File: src/rtl/keypad_scanner_if.sv
// ============================================================================
// Module      : keypad_scanner_if
// Description : Key-matrix and hex-entry signal bundle shared by the keypad
//               scanner (slave) and the board / environment side (master).
// Revision    : 1.0 - initial release
// ============================================================================
`default_nettype none

interface keypad_scanner_if;
  logic [3:0]  rows;        // matrix row lines, active-low, pulled up
  logic        clearEntry;  // synchronous clear of entryValue
  logic [3:0]  cols;        // column drive, active-low one-hot
  logic [3:0]  keyCode;     // {rowIdx, colIdx} of last accepted key
  logic        keyValid;    // one-clock pulse per accepted press
  logic        keyHeld;     // accepted key still considered pressed
  logic [15:0] entryValue;  // last four accepted codes, newest in [3:0]

  // Board side: owns the matrix rows and the clear request
  modport master (
    output rows, clearEntry,
    input  cols, keyCode, keyValid, keyHeld, entryValue
  );

  // Scanner side
  modport slave (
    input  rows, clearEntry,
    output cols, keyCode, keyValid, keyHeld, entryValue
  );
endinterface

`default_nettype wire

File: src/rtl/keypad_scanner.sv
// ============================================================================
// Module      : keypad_scanner
// Description : 4x4 key-matrix scanner. Strobes one column per scan tick,
//               debounces a single press/release on the captured row, and
//               shifts each accepted hex code into a 4-digit entry register.
// Revision    : 1.0 - initial release
// ============================================================================
`default_nettype none

module keypad_scanner #(
  parameter int SCAN_DIV       = 1024,  // clocks per scan tick
  parameter int DEBOUNCE_TICKS = 8      // stable ticks to accept press/release
) (
  input  wire logic       clk,
  input  wire logic       rst_n,
  keypad_scanner_if.slave kp
);

  localparam int PW = (SCAN_DIV > 1) ? $clog2(SCAN_DIV) : 1;
  localparam int DW = $clog2(DEBOUNCE_TICKS + 1);

  typedef enum logic [1:0] {
    SCAN       = 2'd0,
    PRESS_DB   = 2'd1,
    HELD       = 2'd2,
    RELEASE_DB = 2'd3
  } state_t;

  logic [3:0]    rs_meta, rs;
  logic [PW-1:0] presc;
  logic          tick;

  state_t        state, state_nxt;
  logic [1:0]    col_idx, col_nxt;
  logic [1:0]    row_idx, row_nxt;
  logic [DW-1:0] db_cnt, db_nxt;
  logic [1:0]    low_row;
  logic          row_high;
  logic          accept, release_done;

  logic [3:0]    cols_q;
  logic [3:0]    key_code_q;
  logic          key_valid_q;
  logic          key_held_q;
  logic [15:0]   entry_q;

  // Two-flop synchronizer for the asynchronous row lines (idle = all ones)
  always_ff @(posedge clk) begin
    if (!rst_n) begin
      rs_meta <= 4'hF;
      rs      <= 4'hF;
    end else begin
      rs_meta <= kp.rows;
      rs      <= rs_meta;
    end
  end

  // Prescaler: one-clock tick every SCAN_DIV clocks
  always_ff @(posedge clk) begin
    if (!rst_n)    presc <= '0;
    else if (tick) presc <= '0;
    else           presc <= presc + 1'b1;
  end

  assign tick     = (presc == PW'(SCAN_DIV - 1));
  assign row_high = rs[row_idx];

  // Lowest-indexed low row wins when several keys share the active column
  always_comb begin
    low_row = 2'd0;
    for (int i = 3; i >= 0; i--) begin
      if (!rs[i]) low_row = 2'(i);
    end
  end

  // FSM state, column, captured row and debounce counter registers
  always_ff @(posedge clk) begin
    if (!rst_n) begin
      state   <= SCAN;
      col_idx <= 2'd0;
      row_idx <= 2'd0;
      db_cnt  <= '0;
    end else begin
      state   <= state_nxt;
      col_idx <= col_nxt;
      row_idx <= row_nxt;
      db_cnt  <= db_nxt;
    end
  end

  // Next-state logic; every decision is taken on a scan tick only
  always_comb begin
    state_nxt    = state;
    col_nxt      = col_idx;
    row_nxt      = row_idx;
    db_nxt       = db_cnt;
    accept       = 1'b0;
    release_done = 1'b0;
    if (tick) begin
      case (state)
        SCAN: begin
          if (&rs) begin
            col_nxt = col_idx + 2'd1;
          end else begin
            row_nxt   = low_row;
            db_nxt    = '0;
            state_nxt = PRESS_DB;
          end
        end
        PRESS_DB: begin
          if (!row_high) begin
            db_nxt = db_cnt + 1'b1;
            if (db_cnt == DW'(DEBOUNCE_TICKS - 1)) begin
              accept    = 1'b1;
              state_nxt = HELD;
            end
          end else begin
            // Bounce: drop back to scanning, outputs untouched
            state_nxt = SCAN;
            col_nxt   = col_idx + 2'd1;
          end
        end
        HELD: begin
          if (row_high) begin
            db_nxt    = '0;
            state_nxt = RELEASE_DB;
          end
        end
        RELEASE_DB: begin
          if (row_high) begin
            db_nxt = db_cnt + 1'b1;
            if (db_cnt == DW'(DEBOUNCE_TICKS - 1)) begin
              release_done = 1'b1;
              state_nxt    = SCAN;
              col_nxt      = col_idx + 2'd1;
            end
          end else begin
            // Row went low again: same key, no new press
            state_nxt = HELD;
          end
        end
        default: state_nxt = SCAN;
      endcase
    end
  end

  // Registered outputs; clearEntry takes priority over an accept shift
  always_ff @(posedge clk) begin
    if (!rst_n) begin
      cols_q      <= 4'b1110;
      key_code_q  <= 4'h0;
      key_valid_q <= 1'b0;
      key_held_q  <= 1'b0;
      entry_q     <= 16'h0000;
    end else begin
      cols_q      <= ~(4'b0001 << col_nxt);
      key_valid_q <= accept;
      if (accept) begin
        key_code_q <= {row_idx, col_idx};
        key_held_q <= 1'b1;
      end else if (release_done) begin
        key_held_q <= 1'b0;
      end
      if (kp.clearEntry)  entry_q <= 16'h0000;
      else if (accept)    entry_q <= {entry_q[11:0], row_idx, col_idx};
    end
  end

  assign kp.cols       = cols_q;
  assign kp.keyCode    = key_code_q;
  assign kp.keyValid   = key_valid_q;
  assign kp.keyHeld    = key_held_q;
  assign kp.entryValue = entry_q;

endmodule

`default_nettype wire

File: src/flat_wrapper.sv
// flat-port wrapper written by rule: the top's interface ports become plain ports
module keypad_scanner_flat 
#(
  parameter int SCAN_DIV       = 1024,                         
  parameter int DEBOUNCE_TICKS = 8                                             
)
  (clk, rst_n, kp_rows, kp_clearEntry, kp_cols, kp_keyCode, kp_keyValid, kp_keyHeld, kp_entryValue);
  keypad_scanner_if kp_i ();
  input  wire logic clk;
  input  wire logic rst_n;
  input wire logic [$bits(kp_i.rows)-1:0] kp_rows;
  input wire logic [$bits(kp_i.clearEntry)-1:0] kp_clearEntry;
  output wire logic [$bits(kp_i.cols)-1:0] kp_cols;
  output wire logic [$bits(kp_i.keyCode)-1:0] kp_keyCode;
  output wire logic [$bits(kp_i.keyValid)-1:0] kp_keyValid;
  output wire logic [$bits(kp_i.keyHeld)-1:0] kp_keyHeld;
  output wire logic [$bits(kp_i.entryValue)-1:0] kp_entryValue;
  assign kp_i.rows = kp_rows;
  assign kp_i.clearEntry = kp_clearEntry;
  assign kp_cols = kp_i.cols;
  assign kp_keyCode = kp_i.keyCode;
  assign kp_keyValid = kp_i.keyValid;
  assign kp_keyHeld = kp_i.keyHeld;
  assign kp_entryValue = kp_i.entryValue;
  keypad_scanner #(.SCAN_DIV(SCAN_DIV), .DEBOUNCE_TICKS(DEBOUNCE_TICKS)) u_core (.clk(clk), .rst_n(rst_n), .kp(kp_i));
endmodule
File: config.mk
export PLATFORM = sky130hd
export DESIGN_NAME = keypad_scanner_flat
export DESIGN_NICKNAME = d
export VERILOG_FILES = /design/src/rtl/keypad_scanner_if.sv /design/src/rtl/keypad_scanner.sv /design/src/flat_wrapper.sv
export SDC_FILE = /design/constraint.sdc
export NUM_CORES = 1
export LEC_CHECK = 0
export ABC_CLOCK_PERIOD_IN_PS = 2000
export CAP_MARGIN = 40
export CORE_MARGIN = 5
export CORE_UTILIZATION = 40
export CTS_BUF_LIST = sky130_fd_sc_hd__clkbuf_8 sky130_fd_sc_hd__clkbuf_16
export DETAILED_ROUTE_END_ITERATION = 7
export PLACE_DENSITY_LB_ADDON = 0.05
export SLEW_MARGIN = 25
export SYNTH_ARGS = -nofsm -noshare
export SYNTH_HDL_FRONTEND = slang
export SYNTH_SLANG_ARGS = --single-unit
File: constraint.sdc
create_clock -name clk -period 2 [get_ports clk]
set_input_delay 0.4 -clock clk [delete_from_list [all_inputs] [get_ports clk]]
set_output_delay 0.4 -clock clk [all_outputs]
set_load 0.03 [all_outputs]
Yosys cells after proc, flatten, opt, wreduce, memory -nomap -nowiden
Index checks and enable logic that the tools add are counted.
- word-level logic and storage cells: 72
- bits of input ports: 7
- flip-flop bits (word level): 54
- output and inout bits: 26
- bitwise operators: 3
- magnitude comparators: 1
- multiplexer cells: 33
- add/subtract/negate cells: 3
- equal/unequal tests: 11
- shifts and indexed selects: 1
- reduce and logical (&&, ||, !) cells: 8
- operators with widths (operator ; number):
    2-bit two-way mux ; 15
    4-bit two-way mux ; 4
    4-bit one-hot mux with 4 select lines ; 1
    10-bit by 1-bit adder with 10-bit output, second input constant ; 1
    10-bit equality test, second input constant ; 1
    1-bit two-way mux ; 10
    5-bit AND reduction ; 2
    2-bit one-hot mux with 4 select lines ; 1
    2-bit one-hot mux with 3 select lines ; 1
    4-bit by 1-bit adder with 4-bit output, second input constant ; 1
    2-bit equality test, second input constant ; 2
    4-bit by 3-bit equality test with 1-bit output, second input constant ; 1
    2-bit by 1-bit inequality test with 1-bit output, second input constant ; 2
    2-bit inequality test, second input constant ; 2
    4-bit inverter ; 1
    4-bit AND reduction ; 1
    2-bit OR reduction ; 2
    1-bit by 2-bit left shift with 4-bit output, first input constant ; 1
    2-bit by 3-bit less-than comparator with 1-bit output, second input constant ; 1
    3-bit by 1-bit inequality test with 1-bit output, second input constant ; 1
    3-bit inequality test, second input constant ; 1
    3-bit AND reduction ; 1
    2-bit by 1-bit adder with 2-bit output, second input constant ; 1
    1-bit binary-select mux with 2-bit select ; 1
    4 further kinds ; 5

Logic depth before layout (Yosys ltp)
- word-level depth: 7
- mapped depth: 7
- mapped depth without buffers: 6

Worst setup path before layout
Ideal clock, no wire load.
- path kind: reg-to-reg
- start: register u_core.row_idx[0]
- end: register u_core.entry_q[10] (netlist: u_core.kp.entryValue[10])
- data required time: 1860 ps
- path slack: 47 ps
- library setup time: 140 ps
- path buffers: 1
- arrival: 1813 ps
- stages on the path, launching flop included: 7
- period minus slack after synthesis: 1953 ps
- cell sequence: dfxtp_1 > mux4_2 > or2_4 > or3_4 > buf_6 > nand2_1 > a21oi_2
- word-level cells in the longest chain between the ends: 5
- RTL lines (item ; RTL line ; source):
    from (decl) ; keypad_scanner.sv:35 ; logic [1:0] row_idx, row_nxt;
    from (signal assigned) ; keypad_scanner.sv:86 ; row_idx <= row_nxt;
    1-bit binary-select mux with 2-bit select ; keypad_scanner.sv:66 ; assign row_high = rs[row_idx];
    1-bit two-way mux (implied by the code) ; keypad_scanner.sv:66 ;
    1-bit two-way mux ; keypad_scanner.sv:111 ; if (!row_high) begin
    1-bit two-way mux ; keypad_scanner.sv:100 ; case (state)
    1-bit two-way mux ; keypad_scanner.sv:99 ; if (tick) begin
    to (signal assigned) ; keypad_scanner.sv:165 ; else if (accept) entry_q <= {entry_q[11:0], row_idx, col_idx};
    to (decl) ; keypad_scanner.sv:45 ; logic [15:0] entry_q;
No other way between the ends. The select of a mux whose other input is x is not followed.
A chain may end at the register's enable or synchronous reset.

Worst setup path in the final report
- start: register u_core.row_idx[0]
- end: register u_core.entry_q[12] (netlist: u_core.kp.entryValue[12])
The elaborated chain is that of the path after synthesis.

==> impl_metrics.toml <==
[floorplan]
die_w_um = 85.0
row_count = 27
io_pins = 33
core_area_um2 = 5470
die_height_um = 85.0
initial_core_util = 0.412
die-area_um2 = 7230

[global_routing]
grtUsageTotal = 0.135
overflow = 0
grt_pass1_vias = 1633
grt_max_degree = 21
grt_pass1_wl_um = 7980
antenna_found_initial = 0

[critical_path]
endpoint_kind = "flop"
crit_type = "flop to flop"
critPathArrivalTime_ns = 2.09
cp_max_fo = 20
required_ns = 2.20
cp-start-kind = "flop"

[power_and_ir_drop]
ir_drop_mv = 0.361
power_frac_comb = 0.065
p_total_w = 0.00195
p_seq_frac = 0.569
switching_share = 0.219
leakagePower_nw = 0.963
p_switching_w = 0.000426
power_density_nw_per_um2 = 685
internal-power_w = 0.00152
clkPwrFrac = 0.366

[sta]
finClkSkew_ns = 0.00500
rsz0062_at_grt = "false"
fmax_ghz = 0.528
fin_crit_sh = 0.946
slew_viol_final = 0
setup_tns_ns = 0
tightest_slew_ns = 0.389
hold_viol = 0
setup_viol_count_final = 0
fin_crit_ns = 1.89
max_slew_margin = 0.737

[logic_synthesis]
yosysWarningCount = 0
synth_cell_types = 51
synth.yosys.seq_area_share = 0.480
syn_area_um2 = 2250
synthCells = 251
syn_area_per_cell_um2 = 8.97
ys_ff_latch = 54
synthArstFlopShare = 0
synth_edf_count = 0
syn_nets = 260
synthFlopType = "dfxtp_1"

[final_layout]
drive_gt1_frac = 0.159
final_net_count = 303
area_delta_synth_final_pct = 26.1
diodes = 0
fin_cells = 367
finalInstanceArea_um2 = 2840
fin_util = 0.519

[clock_tree]
cts_setup_buffers = 0
cts-root-buf = "clkbuf_8"
cts_max_level = 2
cts_tree = "yes"
clk_pin_slew_ns = 0.09
cts_sinks = 54
clockBufferDepth = 2
clkLatencyLatePin_ns = 0.30
cts_made_buffers = 5

[worst_hold_path]
hp-class = "flop to flop"

[routing]
drcViolationCount = 0
drt_iter0_drc = 61
wl_per_cell_um = 12.8
drtPass1Iterations = 4
antenna_left = 0
vias = 1867
drt-total-wl_um = 4690
routed_via_density = 5.09

[run]
max_cap_viol_count = 0

[placement]
placed_cell_area_um2 = 2710
port_buffers = 32
place.detailed.hpwl_um = 3400
routabilityCongestion = 0.774
dp_cells = 359

[run_status]
status = "completed"
==> per-layer routing <==
layer / vias up / global-route usage / share of wire
met5: - / 0 / 0
met1: 862 / 0.186 / 0.50
met2: 37 / 0.209 / 0.44
li1: 963 / - / -
met4: 0 / 0.0432 / 0.013
met3: 5 / 0.0291 / 0.049
==> Yosys cell counts, drive strengths merged, types with 3 or more instances <==
cell / number / share of area
a21boi: 3 / 0.010
a21oi: 29 / 0.078
buf: 5 / 0.020
clkbuf: 6 / 0.010
dfxtp: 54 / 0.48
inv: 5 / 0.0083
nand2: 46 / 0.079
nand2b: 10 / 0.029
nand3: 7 / 0.016
nand4: 6 / 0.017
nor2: 17 / 0.028
nor3: 6 / 0.021
o211ai: 3 / 0.010
o21ai: 10 / 0.022
xnor2: 4 / 0.016
xor2: 4 / 0.016
==> final cells by class <==
type,count,area [um^2]
Clock buffer,5,68.8
Clock inverter,3,40.0
Fill cell,528,2630
Inverter,5,18.8
Multi-Input combinational cell,181,1100
Sequential cell,54,1080
Tap cell,72,90.1
Timing Repair Buffer,47,437
==> worst max-delay path, cell delays in order (launching register included) <==
cell and delay, ns:
dfxtp_4 0.38, mux4_2 0.51, or2_4 0.27, or3_4 0.46
nand2_1 0.11, a21oi_1 0.06
==> placed cells by master (no fill, tap or decap), types with 2 or more instances in the layout <==
cell              n
xor2_1            4
clkbuf_8          5
nand3_1           6
xnor2_1           4
o211ai_1          3
nand4_1           6
clkdlybuf4s50_1  32
nand2b_1          9
mux2i_1           2
nor2_1           17
or4_1             2
a21oi_2           8
a21boi_0          2
nand2_2           2
and3_1            2
nand2_1          44
inv_1             5
nand3b_1          2
o21ai_0           9
a21oi_1          21
buf_4            14
dfxtp_1          53
nand4b_1          2
a211o_1           2
clkinv_2          2
nor3_1            4
==> registers in the layout (all words and copies together) (netlist names), named ones only <==
name                  flops
u_core.kp.keyValid        1
u_core.db_cnt             4
u_core.kp.keyHeld         1
u_core.row_idx            2
u_core.kp.keyCode         4
u_core.rs                 4
u_core.rs_meta            4
u_core.col_idx            2
u_core.kp.entryValue     16
u_core.state              1
u_core.kp.cols            4
u_core.presc             10
==> metrics by stage <==
step | hold WS (ns) | setup WS [ns]
after floorplan | 0.386 | 0.0465
after CTS | 0.417 | 0.00842
after global routing | 0.434 | 0.00722
after detailed placement | 0.394 | 0.0102
final | 0.413 | 0.108
after global placement | 0.389 | 0.000835
==> final timing paths <==
path                startpoint  slack [ns]                  endpoint  depth (start not counted)
max          u_core.row_idx[0]        0.11  u_core.kp.entryValue[12]                          5
min          u_core.rs_meta[3]        0.41              u_core.rs[3]                          1
max reg2reg  u_core.row_idx[0]        0.11  u_core.kp.entryValue[12]                          5
min reg2reg  u_core.rs_meta[3]        0.41              u_core.rs[3]                          1
==> power by group through the flow <==
stage / Clock, W / Combinational, W / Sequential (W)
after floorplan: 0 / 0.0000669 / 0.00114
after global placement: 0 / 0.000126 / 0.00113
after detailed placement: 0 / 0.000126 / 0.00113
after CTS: 0.000743 / 0.000127 / 0.00111
after global routing: 0.000776 / 0.000139 / 0.00111
final: 0.000712 / 0.000126 / 0.00111
==> cell families (layout without fill, tap and decap cells) <==
family	count (synthesis)	count (layout)	share of synthesized area
adders and majority gates	2	2	0.0111
buffers and inverters	16	60	0.0383
DFF	54	54	0.480
muxes	3	3	0.0189
and+or+nand+nor	108	108	0.244
AOI/OAI and AO/OA	60	60	0.176
xor gates and xnor gates	8	8	0.0311
==> repair_timing <==
| item | 4_1_cts | 5_1_grt |
|---|---|---|
| gates cloned | 0 | 0 |
| resized for setup | 2 | 8 |
| hold buffers | 0 | 0 |
| endpoints found under the setup margin | 1 | 25 |
No activity file was read; power rests on OpenSTA's default activity.
